<file path="config.mk">
export PLATFORM = sky130hd
export DESIGN_NAME = cdb_arbiter
export DESIGN_NICKNAME = d
export VERILOG_FILES = /design/src/rtl/cdb_arbiter_pkg.sv /design/src/rtl/cdb_arbiter_rr_priority_picker.sv /design/src/rtl/cdb_arbiter.sv
export SDC_FILE = /design/constraint.sdc
export NUM_CORES = 1
export LEC_CHECK = 0
export CAP_MARGIN = 20
export CORE_ASPECT_RATIO = 0.9
export CORE_MARGIN = 2
export CORE_UTILIZATION = 33
export DETAILED_ROUTE_END_ITERATION = 8
export HOLD_SLACK_MARGIN = 0.03
export MAX_ROUTING_LAYER = met4
export PLACE_DENSITY = 0.78
export SYNTH_ARGS = -nofsm -noshare
export SYNTH_HDL_FRONTEND = slang
export SYNTH_SLANG_ARGS = --single-unit
</file>
<file path="constraint.sdc">
create_clock -name Clock -period 3.39 [get_ports Clock]
set_clock_uncertainty 0.15 [all_clocks]
set_input_delay 0.678 -clock Clock [delete_from_list [all_inputs] [get_ports Clock]]
set_output_delay 0.678 -clock Clock [all_outputs]
set_load 0.02 [all_outputs]
</file>
<file path="src/rtl/cdb_arbiter_pkg.sv">
// rtl/cdb_arbiter_pkg.sv - shared constants for the common data bus arbiter
package cdb_arbiter_pkg;

  localparam int TAG_W   = 3;
  localparam int RDEST_W = 3;

  localparam logic [TAG_W-1:0] FREE = 3'd0;
  localparam logic [TAG_W-1:0] ADD1 = 3'd1;
  localparam logic [TAG_W-1:0] ADD2 = 3'd2;
  localparam logic [TAG_W-1:0] MUL1 = 3'd3;
  localparam logic [TAG_W-1:0] MUL2 = 3'd4;

  localparam logic [15:0] NO_VALUE = 16'hFFF0;

endpackage

</file>
<file path="src/rtl/cdb_arbiter_rr_priority_picker.sv">
// rtl/cdb_arbiter_rr_priority_picker.sv - combinational round-robin winner search
module rr_priority_picker #(
  parameter int N_REQ = 4,
  parameter int IDX_W = 2
) (
  input  logic [N_REQ-1:0] eligible_i,
  input  logic [IDX_W-1:0] last_i,
  output logic [N_REQ-1:0] winner_o,
  output logic             found_o
);

  logic [IDX_W:0] cand;

  // Walk indices last+1, last+2, ... wrapping at N_REQ; first eligible one wins.
  always_comb begin
    winner_o = '0;
    found_o  = 1'b0;
    cand     = '0;
    for (int k = 1; k <= N_REQ; k++) begin
      cand = {1'b0, last_i} + (IDX_W+1)'(k);
      if (cand >= (IDX_W+1)'(N_REQ)) begin
        cand = cand - (IDX_W+1)'(N_REQ);
      end
      if (!found_o && eligible_i[cand[IDX_W-1:0]]) begin
        winner_o[cand[IDX_W-1:0]] = 1'b1;
        found_o                   = 1'b1;
      end
    end
  end

endmodule

</file>
<file path="src/rtl/cdb_arbiter.sv">
// rtl/cdb_arbiter.sv - round-robin common data bus arbiter with registered broadcast
module cdb_arbiter
  import cdb_arbiter_pkg::*;
#(
  parameter int                N_REQ    = 4,
  parameter int                DATA_W   = 16,
  parameter logic [DATA_W-1:0] NO_VALUE = DATA_W'(cdb_arbiter_pkg::NO_VALUE)
) (
  input  logic                      Clock,
  input  logic                      Reset,
  input  logic [N_REQ-1:0]          Req,
  input  logic [N_REQ*DATA_W-1:0]   Req_Data,
  input  logic [N_REQ*RDEST_W-1:0]  Req_Rdest,
  input  logic                      Hold,
  output logic [N_REQ-1:0]          Grant,
  output logic                      CDB_Valid,
  output logic [TAG_W-1:0]          CDB_Tag,
  output logic [DATA_W-1:0]         CDB_Data,
  output logic [RDEST_W-1:0]        CDB_Rdest
);

  localparam int IDX_W = (N_REQ > 1) ? $clog2(N_REQ) : 1;

  logic [N_REQ-1:0]   grant_q, grant_d;
  logic               valid_q, valid_d;
  logic [TAG_W-1:0]   tag_q, tag_d;
  logic [DATA_W-1:0]  data_q, data_d;
  logic [RDEST_W-1:0] rdest_q, rdest_d;
  logic [IDX_W-1:0]   last_q, last_d;

  logic [N_REQ-1:0]   eligible;
  logic [N_REQ-1:0]   winner;
  logic               found;

  // A unit still holding Req during its Grant cycle must not win again.
  assign eligible = Req & ~grant_q;

  rr_priority_picker #(
    .N_REQ (N_REQ),
    .IDX_W (IDX_W)
  ) u_picker (
    .eligible_i (eligible),
    .last_i     (last_q),
    .winner_o   (winner),
    .found_o    (found)
  );

  always_comb begin
    grant_d = '0;
    valid_d = 1'b0;
    tag_d   = FREE;
    data_d  = NO_VALUE;
    rdest_d = '0;
    last_d  = last_q;
    if (found && !Hold) begin
      grant_d = winner;
      valid_d = 1'b1;
      for (int i = 0; i < N_REQ; i++) begin
        if (winner[i]) begin
          tag_d   = TAG_W'(i + 1);
          data_d  = Req_Data[i*DATA_W +: DATA_W];
          rdest_d = Req_Rdest[i*RDEST_W +: RDEST_W];
          last_d  = IDX_W'(i);
        end
      end
    end
  end

  // Last resets to the top index so index 0 is searched first.
  always_ff @(posedge Clock or posedge Reset) begin
    if (Reset) begin
      grant_q <= '0;
      valid_q <= 1'b0;
      tag_q   <= FREE;
      data_q  <= NO_VALUE;
      rdest_q <= '0;
      last_q  <= IDX_W'(N_REQ - 1);
    end else begin
      grant_q <= grant_d;
      valid_q <= valid_d;
      tag_q   <= tag_d;
      data_q  <= data_d;
      rdest_q <= rdest_d;
      last_q  <= last_d;
    end
  end

  assign Grant     = grant_q;
  assign CDB_Valid = valid_q;
  assign CDB_Tag   = tag_q;
  assign CDB_Data  = data_q;
  assign CDB_Rdest = rdest_q;

endmodule

</file>
# Word-level counts from Yosys, hierarchy flattened
# Cells that the tools add are included.
# totals
ff_bits	29
latch_bits	0
ramBits	0
rom_bits	0
input_bits	83
output_inout_bits	27
word_cells	94
mem_count	0
# op_classes
addsub	8
mul	0
div	0
magnitude_cmp	12
eq_ne	0
n_shift	0
muxes	49
bitwise_logic	5
reduce_logical	14
# ops
op	count
16-bit two-way mux	5
3-bit two-way mux	9
4-bit two-way mux	5
2-bit two-way mux	8
1-bit two-way mux	14
3-bit greater-or-equal comparator, second input constant	4
2-bit by 3-bit < comparator with 1-bit output, second input constant	4
4-bit OR	3
1-bit binary-select mux with 2-bit select	4
1-bit demux with 2-bit select	4
2-bit by 1-bit greater-or-equal comparator with 1-bit output, second input constant	4
1-bit logical AND	8
2-bit by 1-bit subtractor with 2-bit output, second input constant	4
2-bit by 2-bit adder with 3-bit output, second input constant	2
4-bit bitwise AND	1
1-bit logical NOT	4
4-bit inverter	1
4-bit nonzero test	1
2-bit by 1-bit adder with 3-bit output, second input constant	1
2-bit by 3-bit adder with 3-bit output, second input constant	1
2-bit AND reduction	1

# Logic depth before layout (Yosys ltp)
# logic_depth
ltp_word	20
depth_mapped	10
depth_no_buf	8

# By module
# Synthesis repeated with hierarchy kept, for this count alone.
# hier_totals
hier_cells	221
hier_area_um2	2033.2
# modules_own_cells
module	instances	cells_each	area_each_um2	seq_area_each_um2
cdb_arbiter	1	173	1617.8	718.2
rr_priority_picker	1	48	415.4	0.0

# Worst setup path after synthesis
# No wires, ideal clock.
# synth_path
path_type	flip-flop to flip-flop
start	reg last_q[0]
end	reg data_q[13] (netlist: CDB_Data[13])
setup_time_ns	0.090
arrival_ns	3.035
required_time_ns	3.150
slack_ns	0.115
stages_incl_launch_ff	11
n_path_buf	2
period_less_slack_ns	3.275
path_cell_list	dfstp_2 inv_1 ha_1 mux4_2 and2_0 a2111o_1 or2_1 buf_6 nor3_4 buf_8 a211oi_2
# synth_via
elab_chain_len	20
elab_cells_between_ends	67
cone_classes	8 x add/sub; 12 x order compare; 33 x mux; 3 x bitwise; 11 x reduce/logical
# synth_lines
item	line	source
from (decl)	cdb_arbiter.sv:29	logic [IDX_W-1:0] last_q, last_d;
from (signal assigned)	cdb_arbiter.sv:77	last_q <= IDX_W'(N_REQ - 1);
from (signal assigned)	cdb_arbiter.sv:84	last_q <= last_d;
parallel branches: the longest is 19 deep, another holds 2-bit by 1-bit adder with 3-bit output	--	
16-bit two-way mux *	cdb_arbiter.sv:55	if (found && !Hold) begin
net data_d[13]	cdb_arbiter.sv:27	logic [DATA_W-1:0] data_q, data_d;
to (signal assigned)	cdb_arbiter.sv:82	data_q <= data_d;
to (decl)	cdb_arbiter.sv:27	
# Mark *: on every way through the listed nets, which the timed path passes. The select of a mux whose other input is x is not followed.
# A chain may end at the register's enable or synchronous reset.

# Worst setup path in the final report
# layout_path
start	reg last_q[1]
end	reg data_q[14] (netlist: CDB_Data[14])
# Same word-level chain as after synthesis.

==> results by group <==
Status
  – Outcome: finished, final reports clean

Floorplanning
  – Core Area: about 7000 um2
  – I/O pins: 110
  – Die W: 92.71 um
  – Die H: about 84 um
  – Die area: between 7000 and 8000 um2
  – Row cnt: 29
  – Initial cell density of the core: between 30 and 40%

Route
  – Routed wl met3: just under 500 um
  – Highest Signal Layer: met4
  – DRC: 0
  – Pre-antenna DRT Iters: 4
  – Sum of routed wire segments on met1: 3320 um
  – WL final: roughly 7600 um
  – Antenna Nets Post-Route: 0
  – Via density: about 5.4
  – WL met2: 3707 um
  – DR vias: 2439
  – Detailed-route wire length per cell: about 17 um
  – Iteration-0 DRC Markers: 220

Timing
  – Final worst-path setup slack: about 140 ps
  – Tcrit/Tclk final: between 90% and 100%
  – RSZ-0062 raised after global routing: no
  – Max-Slew Margin vs Limit: between 60% and 70%
  – Max Clock Freq: 307.9 MHz
  – Final setup viols: 0
  – Final-report hold violation count: 0
  – Slew @ Worst Pin: 511.1 ps
  – Post-layout min period: 3248 ps
  – Max-slew violation count: 0

Yosys
  – Syn Inst Count: around 240
  – Async set or reset register ratio after synthesis: between 90% and 100%
  – Post-synth EDFFs: 0
  – Seq cells post-synth: 28
  – Seq/Total Area, Yosys: a little under a third
  – Post-synth top area share: 15.74%
  – Yosys cell types: 49
  – Synthesized area: 2337 um2
  – Yosys Warn Count: 0
  – Primary FF master, synth: dfstp_2
  – Yosys top cell by area: dfstp_2
  – Synth Net Count: 328
  – Synth top area cells: dfstp_2 (16%), dfrtp_1 (15%), o32ai_1 (7.1%)
  – Mapped Avg Cell Area: slightly below 10 um2

GRT
  – GRT overflow: 0
  – Largest net degree at the start of global routing: 29
  – Vias in the first global route: approximately 2500
  – Tot GR Track Use: between 10% and 20%
  – Initial antenna violation count: 0
  – First-pass GRT wire length: 12210 um

Placed design
  – Post-DP Area: between 3000 and 4000 um2
  – Placed cells: ~450
  – I/O Buffers: between 100 and 150
  – Post-Place Setup Slack: -112.1 ps
  – DP HPWL: 5877 um
  – GPL Wtd Cong: roughly 0.87

Clock network
  – Num Clock Sinks: 28
  – Clock latency on the worst-skew pair: approximately 270 ps
  – Root Driver: clkbuf_8
  – Maximum root-to-sink buffer count: 2
  – Hold buffer count at CTS: 0
  – CTS Buf Count: 3
  – H-tree Lvls: 1
  – Clock input transition at the sequential cells of the worst setup and hold paths: about 90 ps
  – Resized Gates After CTS: 0
  – Setup Buffers After CTS: 0
  – CTS tree: done

Worst setup path
  – Critical Path RT: between 3000 and 4000 ps
  – Worst setup SP type: flip-flop
  – CP endpoint kind: flip-flop
  – CP max FO: 13
  – Crit path from: last_q[1]
  – Crit path kind: flip-flop to flip-flop
  – Crit path arrival time: between 3000 and 4000 ps
  – R2r startpoint: last_q[1]

Pwr
  – Maximum VDD drop: 0.6035 mV
  – P_leak: ~0.0016 uW
  – Pwr Density: between 900 and 1000 nW/um2
  – Total power: between 3000 and 4000 uW

Final layout
  – Fraction of layout cells with a size suffix above 1: between 20% and 30%
  – Diodes inserted: 0
  – Commonest non-fill, non-tap cells in the layout: clkdlybuf4s50_1 (109), nor3_1 (29), buf_4 (27)
  – Final #Nets: around 450
  – Post-route cell area: 3690 um2
  – Final Instance Count excl. Fillers: approximately 460
  – Leading cell type in the layout, fill and taps excluded: clkdlybuf4s50_1
  – Filler cells: 631
  – Area grow syn2layout: 57.87%

Hold path
  – Hold Crit Class: flip-flop to flip-flop
  – Min-delay src: last_q[0]

Run
  – MaxCap Viol Count: 0
==> state kept, by name, indices dropped and copies added (netlist names) <==
name,count
CDB_Tag,2
Grant,4
last_q,2
CDB_Data,16
CDB_Rdest,3
CDB_Valid,1
==> metal layers <==
metal / vias to the layer above / global-route usage [%]
li1: 1170 / -
met1: 1145 / 26.46
met2: 118 / 31.59
met3: 6 / 2.620
met4: 0 / 5.080
met5: - / -
==> cell usage after synthesis, types with 2 or more instances <==
cell,instances
a211o_1,7
a211oi_1,2
a211oi_2,11
a21oi_1,4
and2_2,2
and3_1,2
and3_2,7
buf_6,3
clkbuf_1,3
clkbuf_8,10
dfrtp_1,14
dfstp_2,14
ha_1,8
inv_1,11
mux4_2,2
nand2_1,14
nand2b_1,2
nand3_1,7
nor2_1,8
nor2b_4,3
nor3_1,29
nor4_1,12
o211a_1,3
o21ai_0,3
o2bb2ai_1,2
o32ai_1,19
or2b_1,3
or3_1,3
or3_2,9
==> path summary, 6_finish.rpt <==
path	slack [ps]	endpoint	cells after the start
setup / recovery	140	CDB_Data[14]	9
hold / removal	510	last_q[0]	3
setup reg to reg	140	CDB_Data[14]	9
hold reg to reg	510	last_q[0]	3
max in group asynchronous	2170	CDB_Data[8]	3
min in group asynchronous	620	Grant[2]	3
==> where the power goes <==
part           switching [uW]  internal (uW)
Clock                     104            104
Combinational            1460           1250
Sequential               49.3            483
Total                    1610           1840
==> logic make-up after synthesis <==
family,share of synthesized area [%]
muxes,1.927
DFF,30.73
and+or+nand+nor,27.46
buffers and inverters,11.19
adders and majority gates,4.283
AOI/OAI and AO/OA,24.41
==> worst max-delay path, cell delays in order, from the launching register on <==
cell	delay (ps)
dfstp_2	540
inv_1	60
ha_1	380
mux4_2	570
buf_4	180
and2_2	280
a2111oi_4	350
buf_4	240
o32ai_1	110
a211oi_1	280
==> layout make-up <==
class	instances	area [um2]	share of cell area (%)
well taps	93	116.4	3.154
repair buffers	141	1394	37.78
flip-flops and latches	28	718.2	19.46
multi-input cells	178	1365	37.00
inverters	11	41.29	1.119
clock buffers	4	55.05	1.492
==> per-stage QoR <==
stage / hold slack, ps / setup TNS, ps / utilization [%]
finish: 513.4 / 0 / 52.96
detailed placement: 507.9 / -819.0 / 52.17
global placement: 485.0 / -462.1 / 52.17
floorplan: 488.8 / 0 / -
CTS: 519.2 / 0 / 52.96
global route: 555.9 / 0 / 52.96
Note: power is estimated with default switching activity, not from simulation.
